`src/rtl/fetch_ir_ctrl.sv`:
```
// Fetch sequencer feeding the decode IR: issues imem reads, buffers a word during decode stall,
// squashes in-flight reads on redirect. Outputs are combinational from state and inputs.
module fetch_ir_ctrl #(
    parameter int WORD_W = 16,
    parameter int CNT_W  = 16
) (
    input  logic              clk,
    input  logic              reset,
    input  logic              stall,
    input  logic              flush,
    input  logic              imem_resp,
    input  logic [WORD_W-1:0] imem_rdata,
    output logic              imem_read,
    output logic              pc_load,
    output logic              ir_load,
    output logic              ir_keep,
    output logic              ir_flush,
    output logic [WORD_W-1:0] ir_word,
    output logic [CNT_W-1:0]  stall_cnt
);

    typedef enum logic [1:0] {
        FETCH  = 2'd0,
        HOLD   = 2'd1,
        SQUASH = 2'd2
    } state_t;

    state_t            state_q, state_d;
    logic [WORD_W-1:0] buf_q, buf_d;
    logic [CNT_W-1:0]  cnt_q, cnt_d;

    always_ff @(posedge clk) begin
        if (reset) begin
            state_q <= FETCH;
            buf_q   <= '0;
            cnt_q   <= '0;
        end else begin
            state_q <= state_d;
            buf_q   <= buf_d;
            cnt_q   <= cnt_d;
        end
    end

    always_comb begin
        state_d   = state_q;
        buf_d     = buf_q;
        imem_read = 1'b0;
        pc_load   = 1'b0;
        ir_load   = 1'b0;
        ir_word   = imem_rdata;

        case (state_q)
            FETCH: begin
                imem_read = 1'b1;
                if (imem_resp) begin
                    // A response coinciding with a redirect is simply dropped.
                    if (!flush) begin
                        pc_load = 1'b1;
                        if (stall) begin
                            buf_d   = imem_rdata;
                            state_d = HOLD;
                        end else begin
                            ir_load = 1'b1;
                        end
                    end
                end else if (flush) begin
                    state_d = SQUASH;
                end
            end
            HOLD: begin
                ir_word = buf_q;
                if (flush) begin
                    state_d = FETCH;
                end else if (!stall) begin
                    ir_load = 1'b1;
                    state_d = FETCH;
                end
            end
            SQUASH: begin
                // Outstanding read must drain before a new one is issued.
                imem_read = 1'b1;
                if (imem_resp) begin
                    state_d = FETCH;
                end
            end
            default: state_d = FETCH;
        endcase

        ir_flush  = flush;
        ir_keep   = stall & ~flush & ~ir_load;
        stall_cnt = cnt_q;
        cnt_d     = (stall && (cnt_q != '1)) ? cnt_q + 1'b1 : cnt_q;

        if (reset) begin
            imem_read = 1'b0;
            pc_load   = 1'b0;
            ir_load   = 1'b0;
            ir_keep   = 1'b0;
            ir_flush  = 1'b0;
            ir_word   = '0;
            stall_cnt = '0;
        end
    end

endmodule
```
`config.mk`:
```
export PLATFORM = sky130hd
export DESIGN_NAME = fetch_ir_ctrl
export DESIGN_NICKNAME = d
export VERILOG_FILES = /design/src/rtl/fetch_ir_ctrl.sv
export SDC_FILE = /design/constraint.sdc
export NUM_CORES = 1
export LEC_CHECK = 0
export CELL_PAD_IN_SITES_DETAIL_PLACEMENT = 1
export CELL_PAD_IN_SITES_GLOBAL_PLACEMENT = 1
export CORE_AREA = 2 2 77 79
export DETAILED_ROUTE_END_ITERATION = 10
export DIE_AREA = 0 0 79 81
export PLACE_DENSITY_LB_ADDON = 0.1
export SYNTH_ARGS = -nofsm -noshare
export SYNTH_HDL_FRONTEND = slang
export SYNTH_SLANG_ARGS = --single-unit
```
`constraint.sdc`:
```
create_clock -name clk -period 2.1 [get_ports clk]
set_clock_uncertainty 0.1 [all_clocks]
set_input_delay 0.21 -clock clk [delete_from_list [all_inputs] [get_ports clk]]
set_output_delay 0.21 -clock clk [all_outputs]
set_load 0.02 [all_outputs]
```
== Word level (Yosys, flattened, before mapping) ==
Cells that the tools add are included.

* Flip-flop bits (word level): 34
* Bits of input ports: 21
* Output and inout port bits: 37
* Logic and storage cells: 45

* Add/sub/neg operators: 1
* Eq/ne operators: 8
* Multiplexer cells: 24
* Bitwise gates (word level): 4
* Reductions and logical operators: 5

{| class="wikitable"
|+ Operators with widths
! operator !! number
|-
| two-way mux 16 bit || 3
|-
| adder 16 x 1 -> 16 bit, second input constant || 1
|-
| != test 16 bit, second input constant || 1
|-
| two-way mux 2 bit || 7
|-
| two-way mux 1 bit || 12
|-
| != test 3 bit, second input constant || 4
|-
| one-hot mux 2 bit (3 select lines) || 1
|-
| AND reduction 5 bit || 1
|-
| AND reduction 4 bit || 1
|-
| AND 1 bit || 2
|-
| equality test 2 x 1 -> 1 bit, second input constant || 1
|-
| equality test 2 bit, second input constant || 1
|-
| logical NOT 2 bit || 1
|-
| != test 2 bit, second input constant || 1
|-
| inverter 1 bit || 2
|-
| one-hot mux 1 bit (2 select lines) || 1
|-
| OR reduction 2 bit || 1
|-
| logical AND 1 bit || 1
|}

== Depth between registers and ports, before layout ==
* Depth in word-level cells: 7
* Gate-level depth with buffers: 6
* Gate-level depth less buffers: 5

== Worst setup path after synthesis ==
OpenSTA, ideal clock, no wires.

* Kind: flip-flop to flip-flop
* From: register cnt_q[0]
* To: register cnt_q[7]
* Library setup time: 0.123 ns
* Arrival: 1.522 ns
* Data required time: 1.877 ns
* Slack: 0.354 ns
* Stages on the path, launching flop included: 6
* Path buffers: 0
* Period minus slack after synthesis: 1.746 ns
* Path through: dfxtp_1 ha_1 nand3_1 nor4_4 nor3_1 mux2_1

* Word-level cells in the longest chain between the ends: 2
* Elaborated cells on any way between the ends: 3
* Those cells by class: add/sub (1); eq/ne (1); reduce/logical (1)

{| class="wikitable"
|+ Ends and longest elaborated chain
! element !! RTL line !! text
|-
| start: declaration || 30 || <nowiki>logic [CNT_W-1:0] cnt_q, cnt_d;</nowiki>
|-
| start signal: assignment || 40 || <nowiki>cnt_q <= cnt_d;</nowiki>
|-
| parallel branches: the longest is 2 deep, another holds adder 16 x 1 -> 16 bit || n/a ||
|}

Parallel ways; which one is timed is not known.
A chain may end at the register's enable or synchronous reset.

== Worst setup path after layout ==
* From: register state_q[0]
* To: output port ir_word[8]

* Word-level cells in the longest chain between the ends: 3

{| class="wikitable"
|+ Ends and longest elaborated chain
! element !! RTL line !! text
|-
| start: declaration || 28 || <nowiki>state_t state_q, state_d;</nowiki>
|-
| start signal: assignment || 38 || <nowiki>state_q <= state_d;</nowiki>
|-
| equality test 2 x 1 -> 1 bit || 52 || <nowiki>case (state_q)</nowiki>
|-
| two-way mux 16 bit || 52 ||
|-
| two-way mux 16 bit || 94 || <nowiki>if (reset) begin</nowiki>
|-
| end: declaration || 18 || <nowiki>output logic [WORD_W-1:0] ir_word,</nowiki>
|}

Every way passes these cells.

==> flow_summary.ini <==
[sta]
setup_viol = 0
tightest_slew_ns = 0.561
whs_ns = 0.299
hold_viol_final = 0
rsz0062_at_grt = no
min_period_over_period_pct = 94.2
finalMaxSlewViolations = 0
max_slew_margin_pct = 62.6
fmax_ghz = 0.506
min_period_ns = 1.98

[floorplanning]
floorplan.rows = 28
initial_core_util_pct = 31.6
die_h_um = 81
core_area_um2 = 5680
io_pins = 58
fp.dieW_um = 79
dieArea_um2 = 6400

[setup_path]
crit_buf_inv = 2
critPathLaunchType = register
worstPathRequired_ns = 1.79
crit_arrival_ns = 1.67
worstPathCellList = nor2b_1, buf_4, nand2_1, a21oi_1, dlygate4sd2_1
worstSetupPathType = reg2out
path_delay_family = buffers and inverters
cp_slowest_cell = dfxtp_1
cpPeakStageDelay_ns = 0.41
endpoint_kind = output pin
path_max_fanout = 16

[yosys]
ys_seq_elements = 34
yosys_warnings = 0
ys_seq_area_share_pct = 37.9
yosysMostFrequentCell = nand2_1
synth-simple-area-share_pct = 35.6
synth-main-ff-cell = dfxtp_1
yosysTopAreaCell = dfxtp_1
syn_area_per_cell_um2 = 7.87
synth_compound_area_share_pct = 7.04
synthAdderAreaFrac_pct = 0.697
synth-xor-area-share_pct = 0.488
async_flop_share_pct = 0
synth_edf_count = 0
syn_nets = 250
syn_area_um2 = 1790
yosysUniqueCellTypes = 32
ys_top_cells_by_area = dfxtp_1 (38%), mux2i_1 (9.5%), nand2_1 (8.6%), nor2_1 (6.9%), nor2b_1 (6.3%)
synth_common_cells = nand2_1 (41), dfxtp_1 (34), nor2_1 (33)
synth_top_family_by_area = simple AND/OR/NAND/NOR gates
synth_top_area_share_pct = 37.9
synthesis.instances = 228
synthMuxAreaShare_pct = 15.1

[clocking]
cts_sinks = 34
clk-insertion-delay-late_ns = 0.29
root_buffer = clkbuf_8
cts_tree = done
clk_pin_slew_ns = 0.07
clockBufferDepth = 2
h-tree-depth = 2
cts_hold_buf = 0
post_cts_buffers = 0
numCtsBuffers = 5

[placed_design]
dp_hpwl_mm = 3.52
gp_congestion = 0.725
place_area_um2 = 2570
port_buffers = 57
place_inst = 366

[hold_path]
holdCritPathClass = in2reg

[route]
dr.pass1.iters = 4
wirelength_mm = 4.88
drtIter0Drc = 32
drc_errors = 0
dr_total_vias = 1778
vias_per_cell = 4.75
ant_nets = 0
wire_per_inst_um = 13.1

[power_and_ir_drop]
p_total_mw = 1.49
sw_frac_of_total_pct = 24.4
clkPwrFrac_pct = 40.0
combinationalPowerShare_pct = 15.1
cell_internal_pwr_mw = 1.13
vdd_drop_max_uv = 306
power_density_nw_per_um2 = 560
leakage_nw = 1.23
switchingPower_mw = 0.364
pwr-share-seq_pct = 44.9

[finish]
fin_cells = 374
diodes = 0
area_growth_pct = 48.3
drive_gt1_share_pct = 11.7
fin_area_um2 = 2660
layout.nets = 320
fillers = 718

[grt]
grt_pass1_wl_mm = 8.37
overflow = 0
grt_usage_pct = 16.3
grt_max_degree = 31
antenna_found_initial = 0
grt_pass1_vias = 1845

[flow_run]
cap_viol_max_count = 0

[run_status]
outcome = finished, final reports clean
path summary, 6_finish.rpt:
kind	startpoint	to	slack, ns	cells after the start
min reg2reg	buf_q[13]	buf_q[13]	0.40	2
min	reset	cnt_q[8]	0.30	2
max reg2reg	cnt_q[1]	cnt_q[14]	0.23	5
max	state_q[0]	ir_word[8]	0.12	5
flip-flops by register name, indices dropped and copies added, names as in the netlist:
name and flops:
buf_q 16, cnt_q 16, state_q 2
power groups by stage:
stage                     Clock [mW]  Sequential [mW]  Combinational, mW
after floorplan                    0            0.682              0.112
after global placement             0            0.683              0.237
after detailed placement           0            0.684              0.239
after CTS                      0.620            0.669              0.227
after global routing           0.649            0.671              0.247
final                          0.597            0.669              0.224
routing by layer:
metal	global-route usage [%]	routed length, um	vias up	part of all wire (%)
met1	21.0	2400	819	49
li1	-	-	916	-
met2	27.2	2230	36	46
met3	3.44	181	7	3.7
met4	5.69	69	0	1.4
met5	0	0	-	0
repair_timing:
item / in CTS / in global routing
cloned: 0 / 0
hold endpoints to repair: 0 / 0
gates resized for setup: 16 / 2
endpoints found under the setup margin: 16 / 2
layout make-up:
cell class	count	area (um2)	share of cell area (%)
flip-flops and latches	34	681	25.6
repair buffers	76	718	27.0
clock buffers	7	76.3	2.87
well taps	75	93.8	3.53
clock inverters	1	30.0	1.13
multi-input cells	180	1060	39.8
inverters	1	3.75	0.141
cells by family after synthesis:
logic type / after synthesis
AND/OR/NAND/NOR: 128
flip-flops: 34
multiplexers: 26
AO/OA/AOI/OAI: 24
buffers and inverters: 14
XOR/XNOR: 1
adder cells (fa/ha/maj): 1
cells in the final DEF, fill, tap and decap left out, types with 4 or more instances in the layout:
master           synthesis  final
nand3_1                  5      5
nor2b_1                 18     18
nor2_1                  33     33
clkdlybuf4s50_1          0     38
mux2i_1                 17     17
nor3_1                   8      8
clkbuf_8                 0      5
a21oi_1                 19     19
mux2_2                   4      4
nand2_1                 41     41
dlygate4sd2_1            0     16
dfxtp_1                 34     34
buf_4                    0     17
mux2_1                   5      5
per-stage QoR:
stage	TNS [ns]	worst slack (ns)	utilization (%)
after CTS	0	0.0183	46.8
after global routing	0	0.00659	46.9
after detailed placement	-0.00956	-0.00956	45.3
after global placement	0	0.0377	45.3
final	0	0.122	46.9
after floorplan	0	0.354	-
No activity file was read; power rests on OpenSTA's default activity.
